--- config.mk ---
export PLATFORM = sky130hd
export DESIGN_NAME = zrb_sck_burst_gen
export DESIGN_NICKNAME = d
export VERILOG_FILES = /design/src/rtl/zrb_sck_burst_gen.sv
export SDC_FILE = /design/constraint.sdc
export NUM_CORES = 1
export LEC_CHECK = 0
export ABC_AREA = 1
export BUFFER_PORTS_ARGS = -buffer_cell sky130_fd_sc_hd__buf_2
export CELL_PAD_IN_SITES_DETAIL_PLACEMENT = 1
export CELL_PAD_IN_SITES_GLOBAL_PLACEMENT = 1
export CORE_ASPECT_RATIO = 1.75
export CORE_MARGIN = 2
export CORE_UTILIZATION = 39
export CTS_CLUSTER_SIZE = 28
export DETAILED_ROUTE_END_ITERATION = 12
export HOLD_SLACK_MARGIN = 0.1
export PLACE_DENSITY = 0.86
export SYNTH_ARGS = -nofsm -noshare
export SYNTH_HDL_FRONTEND = slang
export SYNTH_SLANG_ARGS = --single-unit
export TNS_END_PERCENT = 20
--- constraint.sdc ---
create_clock -name clk -period 2.6 [get_ports clk]
set_input_delay 0.39 -clock clk [delete_from_list [all_inputs] [get_ports clk]]
set_output_delay 0.39 -clock clk [all_outputs]
set_load 0.01 [all_outputs]
--- src/rtl/zrb_sck_burst_gen.sv ---
// rtl/zrb_sck_burst_gen.sv - burst SCK generator with phase-accumulator rate control
module zrb_sck_burst_gen #(
  parameter int INPUT_CLK = 50000000,
  parameter int RATE0     = 200000,
  parameter int RATE1     = 5000000,
  parameter int RATE2     = 10000000,
  parameter int RATE3     = 25000000,
  parameter int ACC_WIDTH = 29,
  parameter int CNT_WIDTH = 16
) (
  input  logic                 clk,
  input  logic                 reset,
  input  logic                 start,
  input  logic [CNT_WIDTH-1:0] n_cycles,
  input  logic [1:0]           rate_sel,
  input  logic                 cpol,
  output logic                 sck,
  output logic                 lead_stb,
  output logic                 trail_stb,
  output logic                 busy,
  output logic                 done
);

  typedef enum logic {IDLE, RUN} state_t;

  localparam logic signed [ACC_WIDTH-1:0] CLK_A    = ACC_WIDTH'(INPUT_CLK);
  localparam logic signed [ACC_WIDTH-1:0] ACC_INIT = -CLK_A;
  localparam logic signed [ACC_WIDTH-1:0] STEP0    = ACC_WIDTH'(2 * RATE0);
  localparam logic signed [ACC_WIDTH-1:0] STEP1    = ACC_WIDTH'(2 * RATE1);
  localparam logic signed [ACC_WIDTH-1:0] STEP2    = ACC_WIDTH'(2 * RATE2);
  localparam logic signed [ACC_WIDTH-1:0] STEP3    = ACC_WIDTH'(2 * RATE3);
  localparam logic [CNT_WIDTH:0]          LAST_EDGE = (CNT_WIDTH+1)'(1);

  state_t                       state;
  logic                         cpol_q;
  logic [1:0]                   rate_q;
  logic [CNT_WIDTH:0]           edges_left;
  logic signed [ACC_WIDTH-1:0]  acc;
  logic signed [ACC_WIDTH-1:0]  step;
  logic signed [ACC_WIDTH-1:0]  sum;
  logic                         toggle;

  // Per-cycle phase increment from the rate latched at burst start; a non-negative sum means an edge is due
  always_comb begin
    step = STEP0;
    case (rate_q)
      2'd0: step = STEP0;
      2'd1: step = STEP1;
      2'd2: step = STEP2;
      default: step = STEP3;
    endcase
    sum    = acc + step;
    toggle = ~sum[ACC_WIDTH-1];
  end

  // Burst FSM: latches settings on start, toggles SCK on accumulator wrap, registers all outputs
  always_ff @(posedge clk) begin
    if (reset) begin
      state      <= IDLE;
      acc        <= ACC_INIT;
      cpol_q     <= 1'b0;
      rate_q     <= 2'd0;
      edges_left <= '0;
      sck        <= 1'b0;
      lead_stb   <= 1'b0;
      trail_stb  <= 1'b0;
      busy       <= 1'b0;
      done       <= 1'b0;
    end else begin
      lead_stb  <= 1'b0;
      trail_stb <= 1'b0;
      done      <= 1'b0;
      case (state)
        IDLE: begin
          cpol_q <= cpol;
          sck    <= cpol;
          acc    <= ACC_INIT;
          busy   <= 1'b0;
          if (start) begin
            if (n_cycles != '0) begin
              rate_q     <= rate_sel;
              edges_left <= {n_cycles, 1'b0};
              state      <= RUN;
              busy       <= 1'b1;
            end else begin
              done <= 1'b1;
            end
          end
        end
        RUN: begin
          if (toggle) begin
            acc        <= sum - CLK_A;
            sck        <= ~sck;
            edges_left <= edges_left - LAST_EDGE;
            if (~sck != cpol_q) begin
              lead_stb <= 1'b1;
            end else begin
              trail_stb <= 1'b1;
            end
            if (edges_left == LAST_EDGE) begin
              state <= IDLE;
              busy  <= 1'b0;
              done  <= 1'b1;
            end
          end else begin
            acc <= sum;
          end
        end
        default: state <= IDLE;
      endcase
    end
  end

endmodule

== Word level (Yosys, flattened, before mapping) ==
Index checks and enable logic that the tools add are counted.

* Register bits: 55
* Output and inout bits: 5

* $add $sub $neg: 3
* Eq/ne operators: 8
* Mux-type cells: 24
* Bitwise gates (word level): 2
* Reduce and logical (&&, ||, !) cells: 6

{| class="wikitable"
|+ Operators with widths
! kind !! number
|-
| case mux 26 bit (3 select lines) || 1
|-
| case mux 29 bit (2 select lines) || 1
|-
| 2-to-1 mux 17 bit || 3
|-
| case mux 17 bit (2 select lines) || 1
|-
| adder 29 bit || 1
|-
| 2-to-1 mux 29 bit || 1
|-
| subtractor 29 x 27 -> 29 bit (second input constant) || 1
|-
| == test 17 x 1 -> 1 bit (second input constant) || 1
|-
| subtractor 17 x 1 -> 17 bit (second input constant) || 1
|-
| nonzero test 16 bit || 1
|-
| 2-to-1 mux 1 bit || 13
|-
| case mux 1 bit (2 select lines) || 4
|-
| inequality test 2 bit (second input constant) || 3
|-
| AND reduction 3 bit || 2
|-
| OR reduction 3 bit || 1
|-
| == test 2 x 1 -> 1 bit (second input constant) || 1
|-
| == test 2 bit (second input constant) || 1
|-
| zero test 2 bit || 1
|-
| inequality test 2 x 1 -> 1 bit (second input constant) || 1
|-
| inverter 1 bit || 2
|-
| AND reduction 2 bit || 1
|-
| inequality test 1 bit || 1
|}

== Depth between registers and ports, before layout ==
Gate-level depths: netlist of the first run.

* Depth in word-level cells: 6
* Gate-level depth with buffers: 23
* Mapped depth without buffers: 23

== Worst setup path after synthesis of the first run ==
No wires, ideal clock.

* Kind: reg2reg
* From: reg rate_q[0]
* To: reg acc[24]
* Setup time: 126 ps
* Data arrival time: 2665 ps
* Data required time: 2474 ps
* Setup slack: -190 ps
* Stages on the path, launching flop included: 23
* Path buffers: 0
* Period minus slack after synthesis: 2790 ps
* Cells stage by stage: dfxtp_1 -> inv_1 -> ha_1 -> inv_1 -> ha_1 -> inv_1 -> fa_1 -> inv_1 -> nand3_1 -> nand2_1 -> nand2_1 -> nand2_1 -> nand2_1 -> nand2_1 -> inv_2 -> nor2_1 -> nand3_2 -> nand2_2 -> nand3_1 -> nand2_1 -> nand2_1 -> nand2_1 -> nand2_1

* Longest elaborated chain between the ends: 6
* Elaborated cells between the ends (all ways): 8
* Those cells by class: 2 x add/sub; 2 x eq/ne; 3 x mux; 1 x reduce/logical

{| class="wikitable"
|+ Ends and longest elaborated chain
! what !! line !! text
|-
| from (decl) || 36 || <nowiki>logic [1:0] rate_q;</nowiki>
|-
| from (signal assigned) || 81 || <nowiki>rate_q <= rate_sel;</nowiki>
|-
| == test 2 bit (tied with other cells) || 46 || <nowiki>case (rate_q)</nowiki>
|-
| case mux 26 bit (3 select lines) * || 46 ||
|-
| adder 29 bit * || 52 || <nowiki>sum = acc + step;</nowiki>
|-
| subtractor 29 x 27 -> 29 bit || 92 || <nowiki>acc <= sum - CLK_A;</nowiki>
|-
| 2-to-1 mux 29 bit * || 91 || <nowiki>if (toggle) begin</nowiki>
|-
| case mux 29 bit (2 select lines) * || 73 || <nowiki>case (state)</nowiki>
|-
| to (signal assigned) || 92 ||
|-
| to (signal assigned) || 106 || <nowiki>acc <= sum;</nowiki>
|-
| to (decl) || 38 || <nowiki>logic signed [ACC_WIDTH-1:0] acc;</nowiki>
|}

Mark *: on every way between the ends. The rest lies on a longest branch, timed or not.
A chain may end at the register's enable or synchronous reset.

== Worst setup path in the final report of the first run ==
* From: reg rate_q[0]
* To: reg acc[17]

Same word-level chain as after synthesis.

==> results of run 1 <==
## report_power, final
part	total, mW	switching (mW)	internal [mW]	leakage [nW]
sequential	0.855	0.0721	0.783	0.395
clock	0.680	0.328	0.352	0.0667
combinational	2.05	1.28	0.765	2.64
total	3.58	1.68	1.90	3.10
## sequential cells by signal (all words and copies together) (netlist names)
register    count
sck             1
done            1
busy            1
lead_stb        1
state           1
edges_left     17
cpol_q          1
trail_stb       1
acc            22
rate_q          2
## stage by stage
step           setup slack, ns  hold WS [ns]  std cells
2_1_floorplan         0.001364        0.4381        706
3_3_place_gp           -0.3044        0.4492        940
3_5_place_dp           -0.5378        0.4620        940
4_1_cts                -0.1919        0.3553        968
5_1_grt                -0.8165        0.4214        979
6_report               -0.8174        0.4087        979
## critical path: cells and delay by family (launching register included)
| family | cells | cell delay [ns] |
|---|---|---|
| simple gates | 9 | 1.45 |
| buf+inv | 5 | 0.62 |
| fa+ha+maj | 2 | 0.55 |
| flops | 1 | 0.43 |
| xor+xnor | 1 | 0.19 |
| compound gates | 1 | 0.04 |
## final timing paths
path | start | to | slack [ns] | cells after the start
max | rate_q[0]$_SDFFE_PP0P_ | acc[17]$_SDFF_PP0_ | -0.82 | 18
min | reset | edges_left[4]$_SDFFE_PP0P_ | 0.41 | 2
max reg2reg | rate_q[0]$_SDFFE_PP0P_ | acc[17]$_SDFF_PP0_ | -0.82 | 18
min reg2reg | busy$_SDFFE_PP0P_ | busy$_SDFFE_PP0P_ | 0.53 | 2
## cell type report
type	count	area, um2	area share
Timing Repair Buffer	150	1116	0.1746
Multi-Input combinational cell	532	3547	0.5550
Tap cell	127	158.9	0.02486
Sequential cell	48	968.4	0.1515
Clock inverter	1	5.005	0.0007831
Clock buffer	6	128.9	0.02016
Inverter	115	466.7	0.07302
## kinds of logic after synthesis
kind of cell | synth area share
AO/OA/AOI/OAI | 0.1252
XOR/XNOR | 0.02121
adder cells (fa/ha/maj) | 0.08364
buffers and inverters | 0.1197
flip-flops | 0.2327
AND/OR/NAND/NOR | 0.4176
## cell usage after synthesis, drive strengths merged
cell,number,area share
a21oi,41,0.054
a221oi,1,0.0021
a31oi,2,0.0030
and2,3,0.0045
buf,5,0.0097
clkbuf,6,0.0055
clkinv,1,0.00091
dfxtp,48,0.23
fa,1,0.0048
ha,26,0.079
inv,114,0.10
nand2,218,0.20
nand3,56,0.072
nand3b,6,0.011
nand4,14,0.021
nor2,85,0.081
nor3,9,0.013
nor4,5,0.0076
o211ai,1,0.0018
o21a,1,0.0018
o21ai,46,0.056
o21bai,1,0.0018
o22ai,3,0.0045
or2,3,0.0045
xnor2,5,0.011
xor2,5,0.011
## what timing repair did
item	in CTS	in global routing
pin swaps	49	38
resized for setup	153	94
setup buffers	20	11
cloned	1	0
setup endpoints to repair	45	45
## routing by layer
metal	GRT usage	vias to the layer above	part of all wire
met5	0	-	0
met4	0.3842	0	0.14
met3	0.08247	335	0.094
met2	0.7514	633	0.46
met1	0.4262	3116	0.31
li1	-	2541	-
## placed cells by master (no fill, tap or decap), drive strengths merged
cell    instances
a221oi          1
a31oi           2
ha             26
nor4            5
o211ai          1
or2             3
nand3b          6
xor2            5
o21ai          46
o21a            1
nand4          14
fa              1
and2            3
o21bai          1
a21oi          41
clkbuf          6
nand2         218
nor3            9
xnor2           5
clkinv          2
o22ai           3
nor2           85
dfxtp          48
inv           114
buf           150
nand3          56
==> results.txt, run 1 <==
----------------------------------------------------
[Critical path]
  Arrival time of the worst setup path ... 3.62 ns
  Critical-path cell with the highest stage delay ... sky130_fd_sc_hd__dfxtp_4
  Critical Path End Type ... register
  Peak fanout along the critical path ... 7
  Worst setup SP type ... register
  Slowest Stage Delay on Critical Path ... 0.43 ns
  Kind of critical path ... reg2reg
  Cells along the critical path ... inv_6 -> ha_4 -> inv_8 -> nand2_4 -> ha_4 -> nand2_1 -> nor2_1 -> inv_1 -> nor3_1 -> nand2_1 -> nand2_2 -> nand3_2 -> nand2_4 -> buf_4 -> a21oi_2 -> buf_6 -> xor2_2 -> nor2_1
  Data required time of the worst path ... 2.81 ns

[Final layout]
  Post-synthesis to final-layout area growth ... 54.79%
  Final nets ... 901
  Share of post-route cells with drive strength above 1 ... 0.4202
  Fill cell count ... 1,330
  Diode count ... 0
  Final Core Density ... 0.6205
  Final standard cell area without fillers ... 0.006391 mm2

[Timing]
  Share of the cycle needed by the critical path after routing ... 1.314
  Sum Neg Setup Slack ... -27.08 ns
  Transition at the pin with the smallest max-transition slack ... 0.8924 ns
  Setup slack after layout ... -0.8174 ns
  Fmax ... 292.6 MHz
  Final period demand of the worst path ... 3.417 ns
  Final-report setup violation count ... 45
  Count of final hold-check violations ... 0
  Setup repair after global routing missed its margin ... true
  Count of pins over their slew limit ... 0
  Post-Route Skew ... 0.01328 ns
  Worst slew margin relative to its limit ... 0.3996

[Global routing]
  Global-route congestion overflow total ... 0
  Antenna violations before repair ... 0
  Number of global-route vias before repair ... 6,735
  Overall Global Routing Usage ... 0.4377
  Maximum number of pins on one net before global-route repair ... 20
  Global-route wire length before repair ... 37.36 mm

[CTS]
  Number of buffers created by CTS ... 5
  Level count of the clock H-tree ... 2
  CTS sink count ... 48
  Cts hold-fix bufs ... 0
  Number of buffers on the longest clock path ... 2
  Clock slew at the register clock pins of the worst setup and hold paths ... 0.08 ns
  Clock root cell ... sky130_fd_sc_hd__clkbuf_16
  Clock latency on the worst-skew pair ... 0.31 ns
  Clock tree from TritonCTS ... built

[Power and ir drop]
  Power Density ... 560.6 mW/mm2
  Total power of the final layout ... 3.583 mW
  Max IR drop VDD ... 645.7 uV
  Lkg Pwr ... 3.099 nW

[Placement]
  HPWL after DPL ... 13.97 mm
  Port Buf Inserts ... 26
  Final estimated routing congestion in global placement ... 0.8979
  Placement-stage cell area ... 0.005077 mm2

[Drt]
  Post-DR wirelength/cell ... 29.48 um
  Number of vias per cell after detailed routing ... 6.767
  Number of antenna-violating nets in the routed design ... 0
  Detailed-route via count ... 6,625
  Total detailed-routing wirelength ... 28.86 mm
  Length of the first detailed-routing pass in iterations ... 7
  DR iter-0 viols ... 701
  Number of remaining DRC errors ... 0

[Synthesis]
  Netlist Area Pre-Place ... 0.004129 mm2
  Total of flip-flops plus latches after synthesis ... 48
  Net count after synthesis ... 755
  Part of the Yosys area used for sequential elements ... 0.2327
  Gate Count Post-Synth ... 706
  Total of warnings raised by yosys ... 0
  Count of unique library cells instantiated by Yosys ... 38
  Average size of a mapped cell ... 5.848 um2

[Floorplan]
  Chip width ... 81.78 um
  Number of primary I/O pins ... 27
  Num rows ... 49
  Die Ht ... 140.1 um
  Starting density of the core ... 0.4009
  CORE AREA ... 0.01030 mm2
  Total Die Area ... 0.01146 mm2

[Run]
  Number of max-cap violations ... 0

[Status]
  Violated checks ... setup timing
  Outcome ... finished, violations left

[Min path]
  Type of the worst min-delay path ... in2reg

----------------------------------------------------
Power figures use the tool's default switching activity.
==> inputs of run 2 (changes only) <==
CORE_UTILIZATION = 46   (was 39)
PLACE_DENSITY = 0.94   (was 0.86)
clock period = 4.35 ns   (was 2.6 ns; I/O delays follow)
==> run 2 against run 1 <==
  * Cell count down 13%
  * First-iteration DRC count down 60%
  * Combinational power down 70%
  * Sequential share of layout area up 6.1 points
  * Register-to-register slack better by 1.4 ns
  * The run now ends clean
  * Power down 57%
  * Critical path depth unchanged
  * Clock power down 39%
  * Highest routed layer unchanged
  * Critical path type unchanged
  * Global-route usage down 9.7 points
  * Count of clock-buffer cells in the layout up 2
  * Core utilization down 10 points
==> results.txt, run 2 (synthesis results as in run 1) <==
----------------------------------------------------
[Status]
  Outcome ... complete, no violations

[Global routing]
  Antenna violations before repair ... 0 (unchanged)
  Maximum number of pins on one net before global-route repair ... 23 (+15%)
  Global-route congestion overflow total ... 0 (unchanged)
  Number of global-route vias before repair ... 5,346 (-21%)
  Overall Global Routing Usage ... 0.3409 (-0.09686)
  Global-route wire length before repair ... 25.18 mm (-33%)

[Critical path]
  Worst setup SP type ... register
  Kind of critical path ... reg2reg
  Critical Path End Type ... register
  R2R Path Start ... rate_q[0]$_SDFFE_PP0P_
  Cell count of the worst reg-to-reg path ... 18 (unchanged)
  Peak fanout along the critical path ... 17 (+10)
  Data required time of the worst path ... 4.58 ns (+1.77 ns)
  Worst reg-to-reg setup slack ... 0.58 ns (+1.40 ns)
  Arrival time of the worst setup path ... 4.00 ns (+0.38 ns)
  Endpoint of the worst-slack reg-to-reg timing path ... edges_left[10]$_SDFFE_PP0P_

[Floorplan]
  CORE AREA ... 0.008727 mm2 (-15%)
  Starting density of the core ... 0.4731 (+0.07224)
  Chip width ... 75.62 um (-7.5%)
  Total Die Area ... 0.009780 mm2 (-15%)
  Die Ht ... 129.3 um (-7.7%)
  Number of primary I/O pins ... 27 (unchanged)
  Num rows ... 45 (-8.2%)

[Final layout]
  Post-synthesis to final-layout area growth ... 9.273%
  Final nets ... 780 (-13%)
  Top Registers ... acc: 22 flops, edges_left: 17 flops, rate_q: 2 flops
  Max FFs per register ... 22 (unchanged)
  Share of post-route cells with drive strength above 1 ... 0.09016 (-0.3300)
  Fill cell count ... 1,269 (-4.6%)
  Leading cell types in the layout, fill and taps excluded ... 212 x sky130_fd_sc_hd__nand2_1, 105 x sky130_fd_sc_hd__inv_1, 81 x sky130_fd_sc_hd__nor2_1
  Diode count ... 0 (unchanged)
  Register name with the most flops ... acc
  Most common library cell in the layout ignoring fill and taps ... sky130_fd_sc_hd__nand2_1

[Timing]
  Share of the cycle needed by the critical path after routing ... 0.8669 (-0.4475)
  Post-Route Skew ... 0.009021 ns (-0.004258 ns)
  Transition at the pin with the smallest max-transition slack ... 0.7442 ns (-0.1482 ns)
  Final-report setup violation count ... 0 (-100%)
  Count of pins over their slew limit ... 0 (unchanged)
  Final period demand of the worst path ... 3.771 ns (+0.3535 ns)
  Sum Neg Setup Slack ... 0 ns (+27.08 ns)
  Fmax ... 265.2 MHz (-9.4%)
  Worst slew margin relative to its limit ... 0.5032 (+0.1036)
  Count of final hold-check violations ... 0 (unchanged)
  Setup repair after global routing missed its margin ... false

[CTS]
  Cts hold-fix bufs ... 0 (unchanged)
  Number of buffers created by CTS ... 5 (unchanged)
  Clock tree from TritonCTS ... built
  CTS sink count ... 48 (unchanged)
  Clock slew at the register clock pins of the worst setup and hold paths ... 0.07 ns (about the same)
  Level count of the clock H-tree ... 2 (unchanged)
  Resized cells post-CTS ... 0 (-100%)
  Clock root cell ... sky130_fd_sc_hd__clkbuf_16
  Clock latency on the worst-skew pair ... 0.30 ns (about the same)
  Number of buffers on the longest clock path ... 2 (unchanged)
  Post-CTS setup-driven buffer insertion count ... 0 (-100%)

[Drt]
  Number of vias per cell after detailed routing ... 5.734 (-15%)
  Detailed-route via count ... 4,868 (-27%)
  Number of antenna-violating nets in the routed design ... 0 (unchanged)
  Number of remaining DRC errors ... 0 (unchanged)
  DR iter-0 viols ... 280 (-60%)
  Total detailed-routing wirelength ... 15.64 mm (-46%)
  Post-DR wirelength/cell ... 18.43 um (-37%)
  Length of the first detailed-routing pass in iterations ... 5 (-2)

[Min path]
  Type of the worst min-delay path ... reg2reg
  Source of the worst hold timing path ... cpol_q$_SDFFE_PP0N_
  Destination of the worst hold path ... cpol_q$_SDFFE_PP0N_
  Number of stages on the worst hold path ... 2 (unchanged)

[Power and ir drop]
  Power Density ... 338.0 mW/mm2 (-40%)
  Lkg Pwr ... 2.334 nW (-25%)
  Max IR drop VDD ... 220.8 uV (-66%)
  Total power of the final layout ... 1.525 mW (-57%)

[Placement]
  Port Buf Inserts ... 26 (unchanged)
  HPWL after DPL ... 11.98 mm (-14%)
  Final estimated routing congestion in global placement ... 0.9594 (+6.8%)

[Run]
  Number of max-cap violations ... 0 (unchanged)

----------------------------------------------------
==> run 2: changes by cell type in the layout (fill, tap and decap cells not counted), moves of 17 or more <==
cell | previous run | this run
sky130_fd_sc_hd__buf_4 | 114 | 3
sky130_fd_sc_hd__nand2_1 | 138 | 212
sky130_fd_sc_hd__nand2_2 | 57 | 5
sky130_fd_sc_hd__nand2_4 | 23 | 1
sky130_fd_sc_hd__nor2_1 | 60 | 81
sky130_fd_sc_hd__ha_1 | 7 | 26
sky130_fd_sc_hd__ha_4 | 17 | 0
==> run 2: worst max-delay path by stage <==
| stage | slack (ns) | to | depth (start not counted) | start |
|---|---|---|---|---|
| 2_1_floorplan | 1.56 | acc[24]$_SDFF_PP1_ | 22 | rate_q[0]$_SDFFE_PP0P_ |
| 3_3_place_gp | 0.85 | edges_left[5]$_SDFFE_PP0P_ | 18 | rate_q[0]$_SDFFE_PP0P_ |
| 3_5_place_dp | 0.70 | edges_left[10]$_SDFFE_PP0P_ | 18 | rate_q[0]$_SDFFE_PP0P_ |
| 4_1_cts | 0.65 | edges_left[8]$_SDFFE_PP0P_ | 18 | rate_q[0]$_SDFFE_PP0P_ |
| 5_1_grt | 0.37 | edges_left[5]$_SDFFE_PP0P_ | 18 | rate_q[0]$_SDFFE_PP0P_ |
| 6_report | 0.58 | edges_left[10]$_SDFFE_PP0P_ | 18 | rate_q[0]$_SDFFE_PP0P_ |
==> run 2: report_power, final <==
| part | internal, mW | switching (mW) | total, mW |
|---|---|---|---|
| Sequential | 0.468 | 0.0309 | 0.499 |
| Clock | 0.230 | 0.182 | 0.412 |
| Combinational | 0.181 | 0.433 | 0.614 |
| Total | 0.880 | 0.645 | 1.53 |
==> run 2: worst max-delay path, cell delays in order (launching register included) <==
cell,delay [ns]
sky130_fd_sc_hd__dfxtp_1,0.43
sky130_fd_sc_hd__inv_1,0.13
sky130_fd_sc_hd__ha_1,0.29
sky130_fd_sc_hd__inv_1,0.20
sky130_fd_sc_hd__nand2_1,0.17
sky130_fd_sc_hd__ha_1,0.43
sky130_fd_sc_hd__nand2_2,0.15
sky130_fd_sc_hd__nor2_1,0.25
sky130_fd_sc_hd__nand3_1,0.19
sky130_fd_sc_hd__nand3_2,0.14
sky130_fd_sc_hd__nand2_1,0.07
sky130_fd_sc_hd__nand2_2,0.09
sky130_fd_sc_hd__nand3_2,0.09
sky130_fd_sc_hd__nand2_4,0.20
sky130_fd_sc_hd__nor2_2,0.08
sky130_fd_sc_hd__nor2_4,0.28
sky130_fd_sc_hd__buf_4,0.25
sky130_fd_sc_hd__o21ai_0,0.09
sky130_fd_sc_hd__a21oi_1,0.15
==> run 2: layout make-up <==
class,instances,area (um2),area share
multi-input cells,532,2674,0.5926
flip-flops and latches,48,960.9,0.2130
inverters,115,431.7,0.09567
repair buffers,29,152.6,0.03383
clock buffers,8,146.4,0.03245
well taps,117,146.4,0.03245
==> run 2: metal layers <==
metal / up-vias / wire (um) / GRT usage
met5: - / 0 / 0
met4: 0 / 1223 / 0.2580
met3: 95 / 480 / 0.03733
met2: 196 / 8583 / 0.6307
met1: 2289 / 5357 / 0.3242
li1: 2288 / - / -
==> run 2: per-stage QoR <==
stage          utilization  hold WS (ns)  std cells  setup WS (ns)  instance area (um2)
6_report            0.5170        0.4821        849         0.5792                 4512
5_1_grt             0.5170        0.5042        849         0.3689                 4512
4_1_cts             0.5170        0.4839        849         0.6543                 4512
3_5_place_dp        0.5002        0.4721        841         0.7035                 4365
3_3_place_gp        0.5002        0.4495        841         0.8466                 4365
2_1_floorplan            -        0.4381        706          1.560                 4129
